File: config.mk
export PLATFORM = sky130hd
export DESIGN_NAME = instruction_fetch_unit
export DESIGN_NICKNAME = d
export VERILOG_FILES = /design/src/rtl/instruction_fetch_unit.sv
export SDC_FILE = /design/constraint.sdc
export NUM_CORES = 1
export LEC_CHECK = 0
export ABC_AREA = 0
export BUFFER_PORTS_ARGS = -buffer_cell sky130_fd_sc_hd__buf_4
export CORE_ASPECT_RATIO = 0.5
export CORE_MARGIN = 2
export CORE_UTILIZATION = 46
export CTS_CLUSTER_DIAMETER = 200
export CTS_CLUSTER_SIZE = 14
export DETAILED_ROUTE_END_ITERATION = 12
export PLACE_DENSITY = 0.7
export SLEW_MARGIN = 20
export SYNTH_ARGS = -nofsm -noshare
export SYNTH_HDL_FRONTEND = slang
export SYNTH_SLANG_ARGS = --single-unit
File: constraint.sdc
create_clock -name clk -period 5.45 [get_ports clk]
set_input_delay 0.2725 -clock clk [delete_from_list [all_inputs] [get_ports clk]]
set_output_delay 0.2725 -clock clk [all_outputs]
set_load 0.02 [all_outputs]
File: src/rtl/instruction_fetch_unit.sv
// Instruction fetch unit: issues instruction-memory reads at the current PC, advances the
// program counter once per issued read, and buffers returned words in a 2-entry queue.
module instruction_fetch_unit (
  input  logic        clk,
  input  logic        rst,
  input  logic [31:0] pc_in,
  output logic        pc_enable,
  input  logic        redirect,
  output logic        mem_req,
  output logic [31:0] mem_addr,
  input  logic        mem_ack,
  input  logic [31:0] mem_rdata,
  output logic        inst_valid,
  output logic [31:0] inst,
  output logic [31:0] inst_pc,
  input  logic        inst_ready
);

  typedef enum logic [1:0] {
    S_IDLE = 2'd0,
    S_WAIT = 2'd1,
    S_DROP = 2'd2
  } state_e;

  state_e      state_q, state_d;
  logic        mem_req_q, mem_req_d;
  logic [31:0] mem_addr_q, mem_addr_d;
  logic [1:0]  count_q, count_d;
  logic        head_q, head_d;
  logic [31:0] q_pc_q   [2];
  logic [31:0] q_word_q [2];

  logic        pop;
  logic        push;
  logic        issue;
  logic        wr_idx;
  logic [1:0]  count_after;

  // Queue plus in-flight read never exceeds two, so a push always finds a free slot.
  always_comb begin
    pop         = (count_q != 2'd0) & inst_ready;
    push        = (state_q == S_WAIT) & mem_ack & ~redirect;
    count_after = count_q + {1'b0, push} - {1'b0, pop};
    issue       = ~rst & ~redirect & (count_after < 2'd2) &
                  ((state_q == S_IDLE) | ((state_q == S_WAIT) & mem_ack));
    // Tail slot: head when empty or when a full queue is popping, the other slot otherwise.
    wr_idx      = head_q ^ count_q[0];
  end

  // NOTE: every signal driven here gets a default first, so no path leaves one unassigned and no latch is inferred.
  always_comb begin
    state_d    = state_q;
    mem_req_d  = mem_req_q;
    mem_addr_d = mem_addr_q;
    count_d    = count_after;
    head_d     = head_q ^ pop;

    if (redirect) begin
      count_d = 2'd0;
      head_d  = head_q;
    end

    case (state_q)
      S_IDLE: begin
        if (issue) begin
          state_d    = S_WAIT;
          mem_req_d  = 1'b1;
          mem_addr_d = pc_in;
        end
      end
      S_WAIT: begin
        if (redirect) begin
          if (mem_ack) begin
            state_d   = S_IDLE;
            mem_req_d = 1'b0;
          end else begin
            state_d   = S_DROP;
          end
        end else if (issue) begin
          mem_req_d  = 1'b1;
          mem_addr_d = pc_in;
        end else if (mem_ack) begin
          state_d   = S_IDLE;
          mem_req_d = 1'b0;
        end
      end
      S_DROP: begin
        // The discarded read must still complete before a new one may start.
        if (mem_ack) begin
          state_d   = S_IDLE;
          mem_req_d = 1'b0;
        end
      end
      default: begin
        state_d   = S_IDLE;
        mem_req_d = 1'b0;
      end
    endcase
  end

  // NOTE: sequential state uses non-blocking assignments so every register samples pre-edge values.
  always_ff @(posedge clk or posedge rst) begin
    if (rst) begin
      state_q    <= S_IDLE;
      mem_req_q  <= 1'b0;
      mem_addr_q <= 32'd0;
      count_q    <= 2'd0;
      head_q     <= 1'b0;
    end else begin
      state_q    <= state_d;
      mem_req_q  <= mem_req_d;
      mem_addr_q <= mem_addr_d;
      count_q    <= count_d;
      head_q     <= head_d;
    end
  end

  // NOTE: the two queue slots are reset because inst/inst_pc must read zero out of reset; larger storage would normally stay unreset.
  always_ff @(posedge clk or posedge rst) begin
    if (rst) begin
      for (int i = 0; i < 2; i++) begin
        q_pc_q[i]   <= 32'd0;
        q_word_q[i] <= 32'd0;
      end
    end else if (push) begin
      q_pc_q[wr_idx]   <= mem_addr_q;
      q_word_q[wr_idx] <= mem_rdata;
    end
  end

  assign pc_enable  = issue;
  assign mem_req    = mem_req_q;
  assign mem_addr   = mem_addr_q;
  assign inst_valid = (count_q != 2'd0);
  assign inst       = q_word_q[head_q];
  assign inst_pc    = q_pc_q[head_q];

endmodule

==> summary by stage <==
Setup path
STA classifies the critical path startpoint as a flip-flop. The worst reg-to-reg path cell count is 8. The kind of capture point of the worst setup path is an output pin.

The largest fanout of any net on the critical path is 35. The critical path is of the flip-flop to output pin type. The arrival time at the worst endpoint is 3130 ps. At the worst endpoint, the required time is 5180 ps.

Layout
The count of inserted antenna diode cells is 0. Leaving out fill and tap cells, the most frequent cell in the layout is sky130_fd_sc_hd__mux2_2. The post-layout net count is ~680. The growth of design area from synthesis to finish is 27.3%.

The combined area of the multi-input logic cells is around 2800 um^2. In the layout the commonest cells are sky130_fd_sc_hd__mux2_2 (197), sky130_fd_sc_hd__buf_4 (170), sky130_fd_sc_hd__dfrtp_1 (165). After filler insertion, the fill cell instance count of the layout stands at 1251. The ratio of cells with drive above 1 in the final layout is 69.8%. Summing all flip-flop and latch instances after layout gives 4160 um^2.

Timing
The final max-slew violation count came to 0. The final worst clock skew is approximately 11 ps. The total negative slack for setup checks is 0 ps. The hold violation total from the final report is 0. In this run the tightest slew margin relative to its limit is a little over a third. Setup repair after global routing left no endpoint under its margin. At the pin with the least slew margin, the transition time is 978 ps. Final hold analysis gives a worst-case slack of around 48 ps. Counting I/O delays and the setup requirement, the final critical path takes 3400 ps.

Setup violations remaining at the end of the flow were counted as 0. Based on the critical path, the design can be clocked at up to roughly 0.29 GHz. In the finished design, the share of the clock period the worst path needs comes to 62.5%.

Logic synthesis
The number of nets handed over by synthesis was 512. The proportion of synthesized chip area in sequential cells is between 50% and 60%. The synthesized instance count is 441. Summing the areas of all xor and xnor instances in the mapped netlist gives less than 1% of the synthesized area. After synthesis, the netlist uses 24 different library cells. For this run, the number of Yosys warnings is 0. The synthesized area is 7180 um^2.

The average instance area after synthesis is 16.3 um^2. By area, the combinational part of the netlist is dominated by multiplexers. The synthesis-stage register bit count is 166. Summing the areas of all fa, ha and maj instances in the mapped netlist gives 0.349% of the synthesized area. The portion of netlist area occupied by mux cells is 36.6%. The simple-gate share of the synthesized area is 1.39%.

The synthesized netlist devotes 0.453% of its cell area to compound gates.

Placed design
Detailed placement finished with a half-perimeter wire length of 8480 um. The number of port buffers is 167. The global placement routability congestion is 0.695.

Die
The number of top-level pins is around 170. The floorplan step set the die height to 92.3 um. The area enclosed by the die boundary is 16700 um^2.

The floorplan has 32 rows. The x dimension of the die is 181 um. After floorplanning, the core was sized to cover 15300 um^2.

The initial core utilization is a little under half.

Drt
The post-detailed-route count of antenna-violating nets is 0. The overall via count from detail_route is 4116. Dividing the detail-routed wire length by the instance count gives 16.5 um. For this block, the initial DRC count from the detailed router was about 140. For this block, the routed nets add up to roughly 14000 um of wire.

The DRC violation count after routing is 0. The per-cell via count in the routed design is 5.00. The first TritonRoute pass finished after 4 iterations.

GRT
The residual overflow from global routing is 0. The global router's overall resource usage is 17.2%. The global-route wire length before repair is about 23000 um. The initial antenna violation count is 0. Entering global routing, the biggest net connects 106 pins. The via count of the first global-routing pass came to 4401.

Clock network
The tree is rooted in a sky130_fd_sc_hd__clkbuf_16. In this run, post-CTS hold repair placed 0 buffers. The total number of clock tree sinks is 166.

The latest clock arrival within the worst-skew pair is 410 ps. The number of buffers added for setup after CTS is 0. The clock tree from TritonCTS is built. Buffers inserted during clock tree synthesis total 17. The post-CTS clock slew at the launch and capture registers of the worst setup and hold paths is 60 ps. The buffer depth of the longest clock path is 2. The number of gates resized after CTS was 0. CTS built an H-tree with a depth of 4.

Worst hold path
The kind of path behind the tightest hold check is primary input to async pin.

Pwr
The leakage power is 0.00446 uW. IR analysis of the VDD net gives a maximum drop of 0.355 mV. The power density over the cells is 680 nW/um^2.

Outcome
The flow ran to the end, and the final reports show no timing, DRC or antenna violations.

Job
The tool flagged a number of max-cap violations equal to 0.
[cell families (layout without fill, tap and decap cells)]
group                      count (synthesis)  in the layout
buffers and inverters                     27            206
adders and majority gates                  2              2
xor gates and xnor gates                   3              3
muxes                                    224            224
DFF                                      166            166
AOI/OAI and AO/OA                          5              5
and+or+nand+nor                           14             14
[sequential cells by signal, summed over array words and instances (netlist names)]
signal,count
count_q,2
head_q,1
mem_addr,32
mem_req,1
q_pc_q,64
q_word_q,64
state_q,2
[cell type report]
| type | count | area share [%] |
|---|---|---|
| clock buffer | 20 | 5.00 |
| clock inverter | 12 | 1.55 |
| inverter | 4 | 0.219 |
| multi-input combinational | 248 | 31.0 |
| timing repair buffer | 170 | 14.0 |
| sequential | 166 | 45.5 |
| tap | 204 | 2.79 |
[critical path, cell delays in order, from the launching register on]
cell and delay, ps:
sky130_fd_sc_hd__dfrtp_1 430, sky130_fd_sc_hd__and4bb_2 380, sky130_fd_sc_hd__inv_1 60, sky130_fd_sc_hd__ha_1 270, sky130_fd_sc_hd__inv_1 40, sky130_fd_sc_hd__ha_1 170
sky130_fd_sc_hd__xnor3_2 250, sky130_fd_sc_hd__nand4_4 680, sky130_fd_sc_hd__inv_1 210, sky130_fd_sc_hd__buf_4 170
[Yosys cell counts]
cell	count	area, um^2
sky130_fd_sc_hd__nand4_4	1	21.3
sky130_fd_sc_hd__nand3b_1	1	7.51
sky130_fd_sc_hd__xnor3_2	1	23.8
sky130_fd_sc_hd__mux2_4	27	405
sky130_fd_sc_hd__o31ai_1	1	7.51
sky130_fd_sc_hd__o21a_1	2	15.0
sky130_fd_sc_hd__nand2_1	2	7.51
sky130_fd_sc_hd__and4bb_2	1	12.5
sky130_fd_sc_hd__buf_1	2	7.51
sky130_fd_sc_hd__nor2_1	2	7.51
sky130_fd_sc_hd__o21ai_0	1	5.00
sky130_fd_sc_hd__dfrtp_1	166	4150
sky130_fd_sc_hd__mux2_2	197	2220
sky130_fd_sc_hd__or2_2	1	6.26
sky130_fd_sc_hd__a21oi_1	1	5.00
sky130_fd_sc_hd__buf_4	7	52.6
sky130_fd_sc_hd__buf_6	9	101
sky130_fd_sc_hd__ha_1	2	25.0
sky130_fd_sc_hd__nor2b_1	1	6.26
sky130_fd_sc_hd__buf_2	5	25.0
sky130_fd_sc_hd__xnor2_1	2	17.5
sky130_fd_sc_hd__nand2b_1	4	25.0
sky130_fd_sc_hd__nand2_2	1	6.26
sky130_fd_sc_hd__inv_1	4	15.0
[layer usage]
| layer | GRT usage [%] | routed length (um) | vias to the layer above |
|---|---|---|---|
| li1 | - | - | 1919 |
| met1 | 22.1 | 6150 | 2117 |
| met2 | 29.9 | 6920 | 75 |
| met3 | 3.89 | 486 | 5 |
| met4 | 4.23 | 78 | 0 |
| met5 | 0 | 0 | - |
[final timing paths]
kind	to	slack, ps	start
worst min register to register	q_word_q[44]$_DFFE_PP0P_	500	q_word_q[44]$_DFFE_PP0P_
max in group asynchronous	head_q$_DFFE_PP0N_	4030	rst
min in group clk	state_q[1]$_DFFE_PP0P_	50	mem_ack
worst min-delay path	mem_addr[0]$_DFFE_PP0P_	50	rst
worst max-delay path	pc_enable	2050	state_q[1]$_DFFE_PP0P_
worst max register to register	mem_addr[1]$_DFFE_PP0P_	2400	state_q[1]$_DFFE_PP0P_
[per-stage QoR]
stage	cell area, um^2	std cells	worst slack (ps)	power, uW	util (%)
after floorplan	7180	441	307	4000	-
after global placement	8540	792	2470	4990	55.7
after detailed placement	8540	792	2400	5060	55.7
after CTS	9140	824	2020	6290	59.6
after global routing	9140	824	1820	6570	59.6
final	9140	824	2050	6210	59.6
[power by group]
part	total [uW]	switching [uW]	internal, uW
Combinational	2800	1280	1520
Sequential	2200	351	1850
Clock	1210	500	709
Note: power is estimated with default switching activity, not from simulation.
